--- config.mk ---
export PLATFORM = sky130hd
export DESIGN_NAME = imem_loader_flat
export DESIGN_NICKNAME = d
export VERILOG_FILES = /design/src/rtl/imem_loader_pkg.sv /design/src/rtl/imem_loader_if.sv /design/src/rtl/imem_word_packer.sv /design/src/rtl/imem_loader.sv /design/src/flat_wrapper.sv
export SDC_FILE = /design/constraint.sdc
export NUM_CORES = 1
export LEC_CHECK = 0
export ABC_AREA = 1
export CELL_PAD_IN_SITES_DETAIL_PLACEMENT = 0
export CELL_PAD_IN_SITES_GLOBAL_PLACEMENT = 1
export CORE_AREA = 5 5 117 119
export CTS_BUF_LIST = sky130_fd_sc_hd__clkbuf_4 sky130_fd_sc_hd__clkbuf_8
export DETAILED_ROUTE_END_ITERATION = 12
export DIE_AREA = 0 0 122 124
export PLACE_DENSITY_LB_ADDON = 0.1
export SLEW_MARGIN = 20
export SYNTH_ARGS = -nofsm -noshare
export SYNTH_HDL_FRONTEND = slang
export SYNTH_HIERARCHICAL = 1
export SYNTH_SLANG_ARGS = --single-unit
--- constraint.sdc ---
create_clock -name clk -period 3.3 [get_ports clk]
set_clock_uncertainty 0.2 [all_clocks]
set_input_delay 0.66 -clock clk [delete_from_list [all_inputs] [get_ports clk]]
set_output_delay 0.66 -clock clk [all_outputs]
set_load 0.1 [all_outputs]
--- src/rtl/imem_loader_pkg.sv ---
// Shared types and constants for the boot-time instruction memory loader.
package imem_loader_pkg;

    // Loader FSM states.
    typedef enum logic [2:0] {
        ST_IDLE,
        ST_LEN,
        ST_DATA,
        ST_CSUM,
        ST_DONE,
        ST_ERR
    } state_e;

    // First byte of every frame.
    localparam logic [7:0] SYNC_BYTE = 8'hA5;

    // Memory entries are byte-addressed, so one word covers four entries.
    function automatic int unsigned max_words(input int unsigned mem_entries);
        return mem_entries / 4;
    endfunction

endpackage

--- src/rtl/imem_loader_if.sv ---
// Byte stream in, instruction memory write port and core status out.
//
// Stream handshake: a byte transfers on a rising edge where in_valid and
// in_ready are both 1. The source holds in_data stable while in_valid is 1
// and in_ready is 0. in_ready is registered and only drops during a write
// cycle (wr_en=1).
interface imem_loader_if;
    import imem_loader_pkg::*;

    logic [7:0]  in_data;
    logic        in_valid;
    logic        in_ready;
    logic        wr_en;
    logic [31:0] wr_addr;
    logic [31:0] wr_data;
    logic        cpu_hold;
    logic        done;
    logic        error;
    state_e      dbg_state;

    // Loader side.
    modport master (
        input  in_data, in_valid,
        output in_ready, wr_en, wr_addr, wr_data, cpu_hold, done, error, dbg_state
    );

    // Stream source / memory / core side.
    modport slave (
        output in_data, in_valid,
        input  in_ready, wr_en, wr_addr, wr_data, cpu_hold, done, error, dbg_state
    );

endinterface

--- src/rtl/imem_word_packer.sv ---
// Collects stream bytes LSB first and flags the byte that completes a word.
// word/word_done are valid in the same cycle as the completing byte strobe;
// the top level registers them into the memory write port.
module imem_word_packer
    import imem_loader_pkg::*;
(
    input  logic        clk,
    input  logic        rst,
    input  logic        clear,
    input  logic        byte_stb,
    input  logic [7:0]  byte_in,
    output logic        word_done,
    output logic [31:0] word
);

    logic [1:0]  j_q, j_d;
    logic [23:0] sh_q, sh_d;

    // Byte slot counter and three-byte shift register, newest byte on top.
    always_comb begin
        j_d  = j_q;
        sh_d = sh_q;
        if (clear) begin
            j_d  = '0;
            sh_d = '0;
        end else if (byte_stb) begin
            j_d  = j_q + 2'd1;
            sh_d = {byte_in, sh_q[23:8]};
        end
    end

    // Slot state register.
    always_ff @(posedge clk) begin
        if (!rst) begin
            j_q  <= '0;
            sh_q <= '0;
        end else begin
            j_q  <= j_d;
            sh_q <= sh_d;
        end
    end

    assign word_done = byte_stb && !clear && (j_q == 2'd3);
    assign word      = {byte_in, sh_q};

endmodule

--- src/rtl/imem_loader.sv ---
// Frame parser: SYNC, LEN, 4*LEN data bytes, XOR checksum. Writes each word
// to instruction memory and releases the core only after a clean frame.
module imem_loader
    import imem_loader_pkg::*;
#(
    parameter int unsigned MEM_ENTRIES = 64,
    parameter int unsigned TIMEOUT_CYC = 1024
) (
    input  logic           clk,
    input  logic           rst,
    imem_loader_if.master  bus
);

    localparam int unsigned MAX_W = max_words(MEM_ENTRIES);
    localparam int          K_W   = $clog2(MAX_W + 1);
    localparam int          T_W   = $clog2(TIMEOUT_CYC + 1);

    state_e         state_q, state_d;
    logic [K_W-1:0] k_q, k_d;
    logic [K_W-1:0] n_q, n_d;
    logic [K_W-1:0] k_inc;
    logic [7:0]     csum_q, csum_d;
    logic [T_W-1:0] tmo_q, tmo_d;
    logic           in_ready_q, in_ready_d;
    logic           wr_en_q, wr_en_d;
    logic [31:0]    wr_addr_q, wr_addr_d;
    logic [31:0]    wr_data_q, wr_data_d;
    logic           hold_q, hold_d;
    logic           done_q, done_d;
    logic           error_q, error_d;

    logic           accept;
    logic           is_sync;
    logic           frame_start;
    logic           byte_stb;
    logic           word_done;
    logic [31:0]    word;

    assign accept  = bus.in_valid && in_ready_q;
    assign is_sync = (bus.in_data == SYNC_BYTE);
    assign k_inc   = k_q + 1'b1;

    imem_word_packer u_packer (
        .clk       (clk),
        .rst       (rst),
        .clear     (frame_start),
        .byte_stb  (byte_stb),
        .byte_in   (bus.in_data),
        .word_done (word_done),
        .word      (word)
    );

    // Next state, counters, checksum and registered outputs.
    always_comb begin
        state_d     = state_q;
        k_d         = k_q;
        n_d         = n_q;
        csum_d      = csum_q;
        tmo_d       = '0;
        in_ready_d  = 1'b1;
        wr_en_d     = 1'b0;
        wr_addr_d   = wr_addr_q;
        wr_data_d   = wr_data_q;
        hold_d      = hold_q;
        done_d      = done_q;
        error_d     = error_q;
        frame_start = 1'b0;
        byte_stb    = 1'b0;

        case (state_q)
            ST_IDLE, ST_DONE, ST_ERR: begin
                // Anything other than SYNC is dropped between frames.
                if (accept && is_sync) begin
                    state_d     = ST_LEN;
                    frame_start = 1'b1;
                    k_d         = '0;
                    n_d         = '0;
                    csum_d      = '0;
                    hold_d      = 1'b1;
                    done_d      = 1'b0;
                    error_d     = 1'b0;
                end
            end
            ST_LEN: begin
                if (accept) begin
                    if (bus.in_data == 8'd0 || {24'd0, bus.in_data} > MAX_W) begin
                        state_d = ST_ERR;
                        hold_d  = 1'b1;
                        error_d = 1'b1;
                    end else begin
                        state_d = ST_DATA;
                        n_d     = K_W'(bus.in_data);
                        k_d     = '0;
                        csum_d  = '0;
                    end
                end
            end
            ST_DATA: begin
                if (accept) begin
                    byte_stb = 1'b1;
                    csum_d   = csum_q ^ bus.in_data;
                    if (word_done) begin
                        // Write cycle: no byte can be taken while wr_en is high.
                        wr_en_d    = 1'b1;
                        in_ready_d = 1'b0;
                        wr_addr_d  = {{(32-K_W-2){1'b0}}, k_q, 2'b00};
                        wr_data_d  = word;
                        k_d        = k_inc;
                        if (k_inc == n_q) begin
                            state_d = ST_CSUM;
                        end
                    end
                end
            end
            ST_CSUM: begin
                if (accept) begin
                    if (bus.in_data == csum_q) begin
                        state_d = ST_DONE;
                        hold_d  = 1'b0;
                        done_d  = 1'b1;
                    end else begin
                        state_d = ST_ERR;
                        hold_d  = 1'b1;
                        error_d = 1'b1;
                    end
                end
            end
            default: begin
                state_d = ST_IDLE;
            end
        endcase

        // Inter-byte timeout, only while a frame is open.
        if (state_q == ST_LEN || state_q == ST_DATA || state_q == ST_CSUM) begin
            if (!accept) begin
                if (tmo_q == T_W'(TIMEOUT_CYC - 1)) begin
                    state_d = ST_ERR;
                    hold_d  = 1'b1;
                    error_d = 1'b1;
                end else begin
                    tmo_d = tmo_q + 1'b1;
                end
            end
        end
    end

    // State and output registers; reset holds the core and drops any pending write.
    always_ff @(posedge clk) begin
        if (!rst) begin
            state_q    <= ST_IDLE;
            k_q        <= '0;
            n_q        <= '0;
            csum_q     <= '0;
            tmo_q      <= '0;
            in_ready_q <= 1'b1;
            wr_en_q    <= 1'b0;
            wr_addr_q  <= '0;
            wr_data_q  <= '0;
            hold_q     <= 1'b1;
            done_q     <= 1'b0;
            error_q    <= 1'b0;
        end else begin
            state_q    <= state_d;
            k_q        <= k_d;
            n_q        <= n_d;
            csum_q     <= csum_d;
            tmo_q      <= tmo_d;
            in_ready_q <= in_ready_d;
            wr_en_q    <= wr_en_d;
            wr_addr_q  <= wr_addr_d;
            wr_data_q  <= wr_data_d;
            hold_q     <= hold_d;
            done_q     <= done_d;
            error_q    <= error_d;
        end
    end

    assign bus.in_ready  = in_ready_q;
    assign bus.wr_en     = wr_en_q;
    assign bus.wr_addr   = wr_addr_q;
    assign bus.wr_data   = wr_data_q;
    assign bus.cpu_hold  = hold_q;
    assign bus.done      = done_q;
    assign bus.error     = error_q;
    assign bus.dbg_state = state_q;

endmodule

--- src/flat_wrapper.sv ---
// flat-port wrapper written by rule: the top's interface ports become plain ports
module imem_loader_flat import imem_loader_pkg::*;
#(
    parameter int unsigned MEM_ENTRIES = 64,
    parameter int unsigned TIMEOUT_CYC = 1024
)
  (clk, rst, bus_in_data, bus_in_valid, bus_in_ready, bus_wr_en, bus_wr_addr, bus_wr_data, bus_cpu_hold, bus_done, bus_error, bus_dbg_state);
  imem_loader_if bus_i ();
  input  logic clk;
  input  logic rst;
  input wire logic [$bits(bus_i.in_data)-1:0] bus_in_data;
  input wire logic [$bits(bus_i.in_valid)-1:0] bus_in_valid;
  output wire logic [$bits(bus_i.in_ready)-1:0] bus_in_ready;
  output wire logic [$bits(bus_i.wr_en)-1:0] bus_wr_en;
  output wire logic [$bits(bus_i.wr_addr)-1:0] bus_wr_addr;
  output wire logic [$bits(bus_i.wr_data)-1:0] bus_wr_data;
  output wire logic [$bits(bus_i.cpu_hold)-1:0] bus_cpu_hold;
  output wire logic [$bits(bus_i.done)-1:0] bus_done;
  output wire logic [$bits(bus_i.error)-1:0] bus_error;
  output wire logic [$bits(bus_i.dbg_state)-1:0] bus_dbg_state;
  assign bus_i.in_data = bus_in_data;
  assign bus_i.in_valid = bus_in_valid;
  assign bus_in_ready = bus_i.in_ready;
  assign bus_wr_en = bus_i.wr_en;
  assign bus_wr_addr = bus_i.wr_addr;
  assign bus_wr_data = bus_i.wr_data;
  assign bus_cpu_hold = bus_i.cpu_hold;
  assign bus_done = bus_i.done;
  assign bus_error = bus_i.error;
  assign bus_dbg_state = bus_i.dbg_state;
  imem_loader #(.MEM_ENTRIES(MEM_ENTRIES), .TIMEOUT_CYC(TIMEOUT_CYC)) u_core (.clk(clk), .rst(rst), .bus(bus_i));
endmodule
==> impl_metrics.toml, run 1 <==
[finish]
nFillCells = 1328
seqCellArea_mm2 = 0.00200
antennaDiodeCount = 0
synthToLayoutAreaGrowth_pct = 13.6
finish.instance_area_mm2 = 0.00540
final_cell_mix = "nand2_1, nor2_1, dfxtp_1"
multi_input_area_mm2 = 0.00222
drive_gt1_frac = 0.201
final_common_cell = "nand2_1"
fin_nets = 710

[floorplan]
fp-row-count = 41
coreArea_mm2 = 0.0125
start_util = 0.382
die_area_mm2 = 0.0151
die_w_um = 122
io_pins = 83
die_y_um = 124

[global_route]
antenna_found_initial = 0
grt.total_usage = 0.156
overflow = 0
grt_max_degree = 35
grt_pass1_vias = 3619
grt_pass1_wl_mm = 18.5

[power_and_ir_drop]
powerDensity_mw_per_mm2 = 431
vdd_drop_max_uv = 154
leakage_nw = 2.35

[min_path]
hp-start = "u_core/tmo_q[0]$_SDFF_PP0_"
hold_path_class = "flip-flop to flip-flop"

[clock_network]
cts_made_buffers = 9
cts_resized = 0
post_cts_buffers = 0
cts.sinks = 100
htreeDepth = 3
cts-root-buf = "clkbuf_8"
clockBufferDepth = 2
holdBufCountCts = 0
cts_tree = "yes"
cts.clk_slew.worst_paths_ns = 0.10
clk_latency_ns = 0.37

[critical_path]
slowest_stage = "clkdlybuf4s50_1"
r2r_setup_slack_ns = 0.83
crit_family = "buffers and inverters"
cp-startpoint = "bus_in_data[0]"
crit_path_end_kind = "flip-flop"
r2r-start = "u_core/bus.dbg_state[1]$_SDFF_PN0_"
max_stage_delay_ns = 0.66
worstPathArrival_ns = 2.76
crit_fanout = 34
path_cells = "clkdlybuf4s50_1, nand2_1, nor2_1, nand3_2, nor2_2, nor2_1, nand3_1, nor2_2, inv_2, nor2_1, nor2_1"
crit_top_cell = "nor2_1"
start_kind = "primary input"
cp.required_ns = 3.42
critPathBufInv = 2
criticalPathCategory = "primary input to flip-flop"

[route]
ant_nets = 0
first_pass_iters = 4
drt_wl_total_mm = 11.4
drt_iter0_drc = 237
drt-wirelength-per-cell_um = 13.0
drc = 0
viasPerCell = 4.56
via_count = 3984

[synthesis]
synthesis.instances = 652
ys.flop_type = "dfxtp_1"
ys_warn_count = 6
syn_avg_cell_area_um2 = 7.30
synth_top_area_share = 0.421
seq_area_frac_synth = 0.421
yosysTopAreaCell = "dfxtp_1"
synthArstFlopShare = 0
synth_area_mm2 = 0.00476
ys_types = 37
synth_edf_count = 0
yosys-top-cells-area = "dfxtp_1, nand2_1, nor2_1, buf_4, o21ai_0"
synth-seq-cells = 100

[sta]
max_slew_margin = 0.593
tightest_slew_ns = 0.609
grt_setup_unrepaired = "no"
hold-worst-slack_ns = 0.259
fmax_mhz = 379
min_period_over_period = 0.801
slew_viol_final = 0
report.final.hold_viol_count = 0
fin_ws_ns = 0.658
final.setup.tns_ns = 0
setup_viol = 0
period_minus_slack_ns = 2.64

[run]
drv_cap = 0

[place]
placedInstanceArea_mm2 = 0.00517
port_buffers = 55
dpl.hpwl_mm = 8.12
place.gp.congestion = 0.897
pre_cts_slack_ns = 0.210

[status]
outcome = "finished clean"
cell type report:
type,instances,area share
Clock inverter,5,0.0155
Timing Repair Buffer,66,0.0987
Clock buffer,11,0.0269
Multi-Input combinational cell,467,0.411
Tap cell,172,0.0398
Inverter,52,0.0375
Sequential cell,100,0.371
metal layers:
| layer | share of wire | vias up | wire, um | GRT usage |
|---|---|---|---|---|
| met5 | 0 | - | 0 | 0 |
| met4 | 0.022 | 0 | 252 | 0.0672 |
| met3 | 0.049 | 15 | 553 | 0.0250 |
| met2 | 0.45 | 93 | 5180 | 0.252 |
| met1 | 0.47 | 1803 | 5400 | 0.206 |
| li1 | - | 2073 | - | - |
where the power goes:
group / internal, mW / switching (mW)
Combinational: 0.0303 / 0.191
Sequential: 1.21 / 0.00155
Clock: 0.459 / 0.437
Total: 1.70 / 0.629
kinds of logic (layout without fill, tap and decap cells):
| kind of cell | after synthesis | count (layout) | synth area share |
|---|---|---|---|
| XOR/XNOR | 4 | 4 | 0.00737 |
| buffers and inverters | 111 | 134 | 0.133 |
| other | 1 | 27 | 0.000788 |
| AO/OA/AOI/OAI | 96 | 96 | 0.120 |
| adder cells (fa/ha/maj) | 3 | 3 | 0.00789 |
| AND/OR/NAND/NOR | 337 | 337 | 0.310 |
| flip-flops | 100 | 100 | 0.421 |
flip-flops by register name, indices dropped and copies added (netlist names):
| register | count |
|---|---|
| u_core/bus.wr_addr | 5 |
| u_core/bus.wr_data | 32 |
| u_core/bus.cpu_hold | 1 |
| u_core/bus.in_ready | 1 |
| u_core/bus.wr_en | 1 |
| u_core/bus.error | 1 |
| u_core/u_packer/sh_q | 24 |
| u_core/k_q | 5 |
| u_core/bus.done | 1 |
| u_core/n_q | 5 |
| u_core/csum_q | 8 |
| u_core/u_packer/j_q | 2 |
| u_core/tmo_q | 11 |
| u_core/bus.dbg_state | 3 |
cell usage after synthesis, drive strengths merged, types with 3 or more instances:
master,count
nor3b,3
nor2,135
clkbuf,13
nand3,24
o21ai,52
dfxtp,100
ha,3
a21oi,43
nand4,10
nand2,159
inv,51
buf,46
per-stage QoR:
stage | cells | power, mW | util
after detailed placement | 857 | 1.46 | 0.415
after floorplan | 678 | 1.45 | -
after global placement | 857 | 1.46 | 0.415
after CTS | 873 | 2.37 | 0.433
final | 873 | 2.33 | 0.433
after global routing | 873 | 2.43 | 0.433
final timing paths:
check,end,cells after the start
worst min-delay path,u_core/tmo_q[0]$_SDFF_PP0_,1
worst min register to register,u_core/tmo_q[0]$_SDFF_PP0_,1
worst max-delay path,u_core/bus.wr_data[30]$_SDFFE_PN0P_,11
worst max register to register,u_core/bus.wr_data[30]$_SDFFE_PN0P_,9
No activity file was read; power rests on OpenSTA's default activity.
==> run 2: changes to the inputs <==
--- a/config.mk
+++ b/config.mk
@@ -8,10 +8,10 @@
 export ABC_AREA = 1
 export CELL_PAD_IN_SITES_DETAIL_PLACEMENT = 0
 export CELL_PAD_IN_SITES_GLOBAL_PLACEMENT = 1
-export CORE_AREA = 5 5 117 119
+export CORE_AREA = 5 5 121 123
 export CTS_BUF_LIST = sky130_fd_sc_hd__clkbuf_4 sky130_fd_sc_hd__clkbuf_8
 export DETAILED_ROUTE_END_ITERATION = 12
-export DIE_AREA = 0 0 122 124
+export DIE_AREA = 0 0 126 128
 export PLACE_DENSITY_LB_ADDON = 0.1
 export SLEW_MARGIN = 20
 export SYNTH_ARGS = -nofsm -noshare
==> constraint.sdc (replaced) <==
create_clock -name clk -period 2.4 [get_ports clk]
set_clock_uncertainty 0.2 [all_clocks]
set_input_delay 0.48 -clock clk [delete_from_list [all_inputs] [get_ports clk]]
set_output_delay 0.48 -clock clk [all_outputs]
set_load 0.1 [all_outputs]
==> impl_metrics.toml, run 2 (synthesized netlist as in run 1, its figures left out) <==
[status]
outcome = "finished clean"

[route]
drt_wl_total_mm = 11.7
drt_iter0_drc = 218
wirelength_met1_mm = 5.37
top_layer = "met4"
drc = 0
ant_nets = 0
wl_met3_um = 592
first_pass_iters = 4
viasPerCell = 4.50
via_count = 4103
drt-wirelength-per-cell_um = 12.8
wl_met2_mm = 5.50

[sta]
slew_viol_final = 0
report.final.hold_viol_count = 0
fmax_mhz = 454
setup_viol = 0
final.setup.tns_ns = 0
period_minus_slack_ns = 2.20
grt_setup_unrepaired = "no"
min_period_over_period = 0.918

[floorplan]
fp-row-count = 43
io_pins = 83
start_util = 0.351
die_w_um = 126
die_y_um = 128
coreArea_mm2 = 0.0136
die_area_mm2 = 0.0161

[clock_network]
clockBufferDepth = 2
holdBufCountCts = 0
cts.sinks = 100
cts_made_buffers = 9
htreeDepth = 3
cts-root-buf = "clkbuf_8"
cts.clk_slew.worst_paths_ns = 0.09
cts_tree = "yes"
clk_latency_ns = 0.37

[finish]
final_cell_mix = "nand2_1, nor2_1, dfxtp_1"
fin_nets = 742
drive_gt1_frac = 0.245
final_common_cell = "nand2_1"
largest_reg_flops = 32
antennaDiodeCount = 0
fin_cells = 912
synthToLayoutAreaGrowth_pct = 18.9

[critical_path]
r2r-end = "u_core/bus.wr_data[12]$_SDFFE_PN0P_"
cp.required_ns = 2.47
start_kind = "primary input"
r2r_setup_slack_ns = 0.34
crit_path_end = "u_core/bus.wr_data[12]$_SDFFE_PN0P_"
worstRegToRegCells = 12
crit_path_end_kind = "flip-flop"
criticalPathCategory = "primary input to flip-flop"
crit_fanout = 20
cp-startpoint = "bus_in_data[4]"
worstPathArrival_ns = 2.27
r2r-start = "u_core/bus.dbg_state[0]$_SDFF_PN0_"

[global_route]
grt.total_usage = 0.147
antenna_found_initial = 0
grt_pass1_vias = 3828
overflow = 0
grt_pass1_wl_mm = 19.1
grt_max_degree = 55

[place]
dpl.hpwl_mm = 8.46
place.gp.congestion = 0.780
place_inst = 895
port_buffers = 55

[power_and_ir_drop]
p_seq_frac = 0.560
powerDensity_mw_per_mm2 = 524
combPwrFrac = 0.111
vdd_drop_max_uv = 194
switching_share = 0.287
internal_power_mw = 2.11
p_clk_frac = 0.329
leakage_nw = 2.50
p_sw_mw = 0.850

[min_path]
hold_path_class = "flip-flop to flip-flop"

[run]
drv_cap = 0
==> run 2: cell types whose count changed in the layout (fill, tap and decap cells not counted), moves of 2 or more <==
cell / previous run / this run
buf_12: 1 / 4
buf_4: 55 / 84
bufinv_16: 2 / 0
clkinv_2: 0 / 4
clkinvlp_4: 2 / 0
dfxtp_1: 100 / 96
dfxtp_4: 0 / 3
nor2_4: 3 / 5
==> run 2: power groups by stage <==
stage / logic [mW] / clock network [mW] / registers (mW)
after floorplan: 0.288 / 0 / 1.70
after global routing: 0.348 / 1.10 / 1.66
after global placement: 0.331 / 0 / 1.70
final: 0.330 / 0.974 / 1.66
after CTS: 0.332 / 1.04 / 1.66
after detailed placement: 0.332 / 0 / 1.70
==> run 2: worst min path at each step <==
stage	start	endpoint	slack [ns]	depth (start not counted)
floorplan	u_core/tmo_q[0]$_SDFF_PP0_	u_core/tmo_q[0]$_SDFF_PP0_	0.22	1
detailed placement	u_core/tmo_q[0]$_SDFF_PP0_	u_core/tmo_q[0]$_SDFF_PP0_	0.24	1
CTS	u_core/tmo_q[0]$_SDFF_PP0_	u_core/tmo_q[0]$_SDFF_PP0_	0.26	1
global route	u_core/u_packer/j_q[1]$_SDFFE_PP0P_	u_core/u_packer/j_q[1]$_SDFFE_PP0P_	0.28	2
global placement	u_core/tmo_q[0]$_SDFF_PP0_	u_core/tmo_q[0]$_SDFF_PP0_	0.23	1
finish	u_core/tmo_q[10]$_SDFF_PP0_	u_core/tmo_q[10]$_SDFF_PP0_	0.25	2
==> run 2: critical path, stage by stage <==
cell	delay, ns
clkdlybuf4s50_1	0.48
inv_2	0.12
nand2_1	0.06
nor2_1	0.14
nand3_2	0.11
nor2_2	0.13
nor2_2	0.07
nand3_2	0.09
nor2_4	0.05
buf_4	0.14
buf_4	0.18
o21ai_0	0.17
nor2_1	0.06
==> run 2: final cells by class <==
class	count	area, um2
Clock buffer	10	138
Timing Repair Buffer	98	811
Clock inverter	5	28.8
Tap cell	180	225
Fill cell	1444	7900
Multi-Input combinational cell	467	2240
Inverter	52	203
Sequential cell	100	2010
==> run 2: stage by stage <==
step / hold WS (ns) / worst slack (ns) / instance area (um2) / total power [mW] / utilization
3_5_place_dp: 0.240 / -0.325 / 5470 / 2.03 / 0.403
4_1_cts: 0.261 / 0.0718 / 5640 / 3.03 / 0.416
6_report: 0.254 / 0.196 / 5660 / 2.96 / 0.417
3_3_place_gp: 0.229 / -0.290 / 5470 / 2.03 / 0.403
5_1_grt: 0.283 / 0.0270 / 5660 / 3.11 / 0.417
2_1_floorplan: 0.218 / -0.0810 / 4930 / 1.99 / -
==> run 2: metal layers <==
layer	up-vias	GRT usage
met2	96	0.242
met4	0	0.0631
met3	17	0.0313
met5	-	0
met1	1842	0.186
li1	2148	-
==> run 2: what timing repair did <==
| item | CTS | global route |
|---|---|---|
| endpoints found under the setup margin | 0 | 6 |
| resized for setup | 0 | 3 |
| buffers inserted | 0 | 2 |
==> run 3: changes to the inputs <==
--- a/config.mk
+++ b/config.mk
@@ -13,6 +13,7 @@
 export DETAILED_ROUTE_END_ITERATION = 12
 export DIE_AREA = 0 0 126 128
 export PLACE_DENSITY_LB_ADDON = 0.1
+export SETUP_SLACK_MARGIN = 0.02
 export SLEW_MARGIN = 20
 export SYNTH_ARGS = -nofsm -noshare
 export SYNTH_HDL_FRONTEND = slang
==> constraint.sdc (replaced) <==
create_clock -name clk -period 1.9 [get_ports clk]
set_clock_uncertainty 0.2 [all_clocks]
set_input_delay 0.38 -clock clk [delete_from_list [all_inputs] [get_ports clk]]
set_output_delay 0.38 -clock clk [all_outputs]
set_load 0.1 [all_outputs]
==> impl_metrics.toml, run 3 (synthesized netlist as in run 1, its figures left out) <==
[status]
outcome = "finished clean"

[sta]
fin_ws_ns = 0.0267
min_period_over_period = 0.986
setup_viol = 0
slew_viol_final = 0
grt_setup_unrepaired = "yes"
fmax_mhz = 534
period_minus_slack_ns = 1.87
report.final.hold_viol_count = 0
hold-worst-slack_ns = 0.249

[floorplan]
coreArea_mm2 = 0.0136
die_w_um = 126
die_y_um = 128
io_pins = 83
fp-row-count = 43
die_area_mm2 = 0.0161
start_util = 0.351

[global_route]
antenna_found_initial = 1
grt_max_degree = 36
grt_pass1_vias = 4056
overflow = 0
grt.total_usage = 0.154
grt_pass1_wl_mm = 20.1

[place]
pre_cts_slack_ns = -0.562
place.gp.congestion = 0.812
placedInstanceArea_mm2 = 0.00614
port_buffers = 55
dpl.hpwl_mm = 8.79

[power_and_ir_drop]
leakage_nw = 2.80
powerDensity_mw_per_mm2 = 591
vdd_drop_max_uv = 332

[critical_path]
crit_path_end_kind = "flip-flop"
start_kind = "flip-flop"
r2r_setup_slack_ns = 0.03
crit_fanout = 13
criticalPathCategory = "flip-flop to flip-flop"
cp.required_ns = 1.98
worstPathArrival_ns = 1.96

[route]
drt_iter0_drc = 259
ant_nets = 0
drt-wirelength-per-cell_um = 13.1
first_pass_iters = 5
via_count = 4212
drc = 0
drt_wl_total_mm = 12.3
viasPerCell = 4.50

[clock_network]
cts_tree = "yes"
cts.sinks = 100
holdBufCountCts = 0
cts_made_buffers = 9
cts-root-buf = "clkbuf_8"
htreeDepth = 3
clk_latency_ns = 0.38
cts.clk_slew.worst_paths_ns = 0.10
clockBufferDepth = 2

[finish]
fin_nets = 764
final_common_cell = "nand2_1"
drive_gt1_frac = 0.317
largest_reg_flops = 32
synthToLayoutAreaGrowth_pct = 41.2
fin_util = 0.495
final_cell_mix = "nand2_1, nor2_1, dfxtp_1"
finish.instance_area_mm2 = 0.00672

[run]
drv_cap = 0

[min_path]
hold_path_class = "flip-flop to flip-flop"
[run 3: cell count changes in the layout (fill, tap and decap cells not counted), sizes merged]
cell and delta:
dlygate4sd2 +8, diode +1, clkinv -4, buf +20
dlymetal6s2s +1, inv +2, clkdlybuf4s50 -9, bufinv +1
bufbuf +1, clkinvlp +3
[run 3: metrics by stage]
step | TNS, ns | std cells | total power [mW]
floorplan | -23.86 | 678 | 2.51
global placement | -36.95 | 909 | 2.57
detailed placement | -40.43 | 909 | 2.57
CTS | -0.0648 | 930 | 4.02
global route | -1.29 | 936 | 4.15
finish | 0 | 936 | 3.97
[run 3: worst paths after layout]
check                                          start                                 end  cells past startpoint
setup / recovery  u_core/bus.dbg_state[2]$_SDFF_PN0_  u_core/bus.wr_data[1]$_SDFFE_PN0P_                     12
hold / removal            u_core/tmo_q[0]$_SDFF_PP0_          u_core/tmo_q[0]$_SDFF_PP0_                      1
setup reg to reg  u_core/bus.dbg_state[2]$_SDFF_PN0_  u_core/bus.wr_data[1]$_SDFFE_PN0P_                     12
hold reg to reg           u_core/tmo_q[0]$_SDFF_PP0_          u_core/tmo_q[0]$_SDFF_PP0_                      1
[run 3: layout make-up]
cell class	instances	area, um2
diodes	1	2.50
clock inverters	7	82.6
multi-input cells	467	2430
fillers	1357	6840
flip-flops and latches	100	2020
repair buffers	120	1620
clock buffers	9	124
well taps	180	225
inverters	52	214
[run 3: routing by layer]
metal,vias to the layer above,track usage,routed length (um)
met5,-,0,0
met4,0,0.0612,222
met3,19,0.0300,448
met2,73,0.259,6150
met1,1919,0.194,5440
li1,2201,-,-
[run 3: worst max-delay path: stages (launching register included)]
cell	delay, ns
dfxtp_4	0.38
inv_4	0.06
nand3_4	0.08
nor2_4	0.13
nand2_2	0.07
nor2_4	0.09
nand3_2	0.10
nor2_4	0.15
buf_6	0.13
inv_4	0.05
clkbuf_16	0.17
nor2_1	0.10
nor2_1	0.05
[run 3: power breakdown]
group          switching (mW)  leakage [nW]  internal (mW)
Combinational           0.354          1.89         0.0896
Clock                   0.803        0.0984          0.629
Sequential            0.00254         0.808           2.09
[run 3: timing repair]
action / in CTS / in global routing
gates resized for setup: 25 / 56
setup buffers: 3 / 4
endpoints found under the setup margin: 62 / 67
gates cloned: 2 / 1
pin swaps: 9 / 12
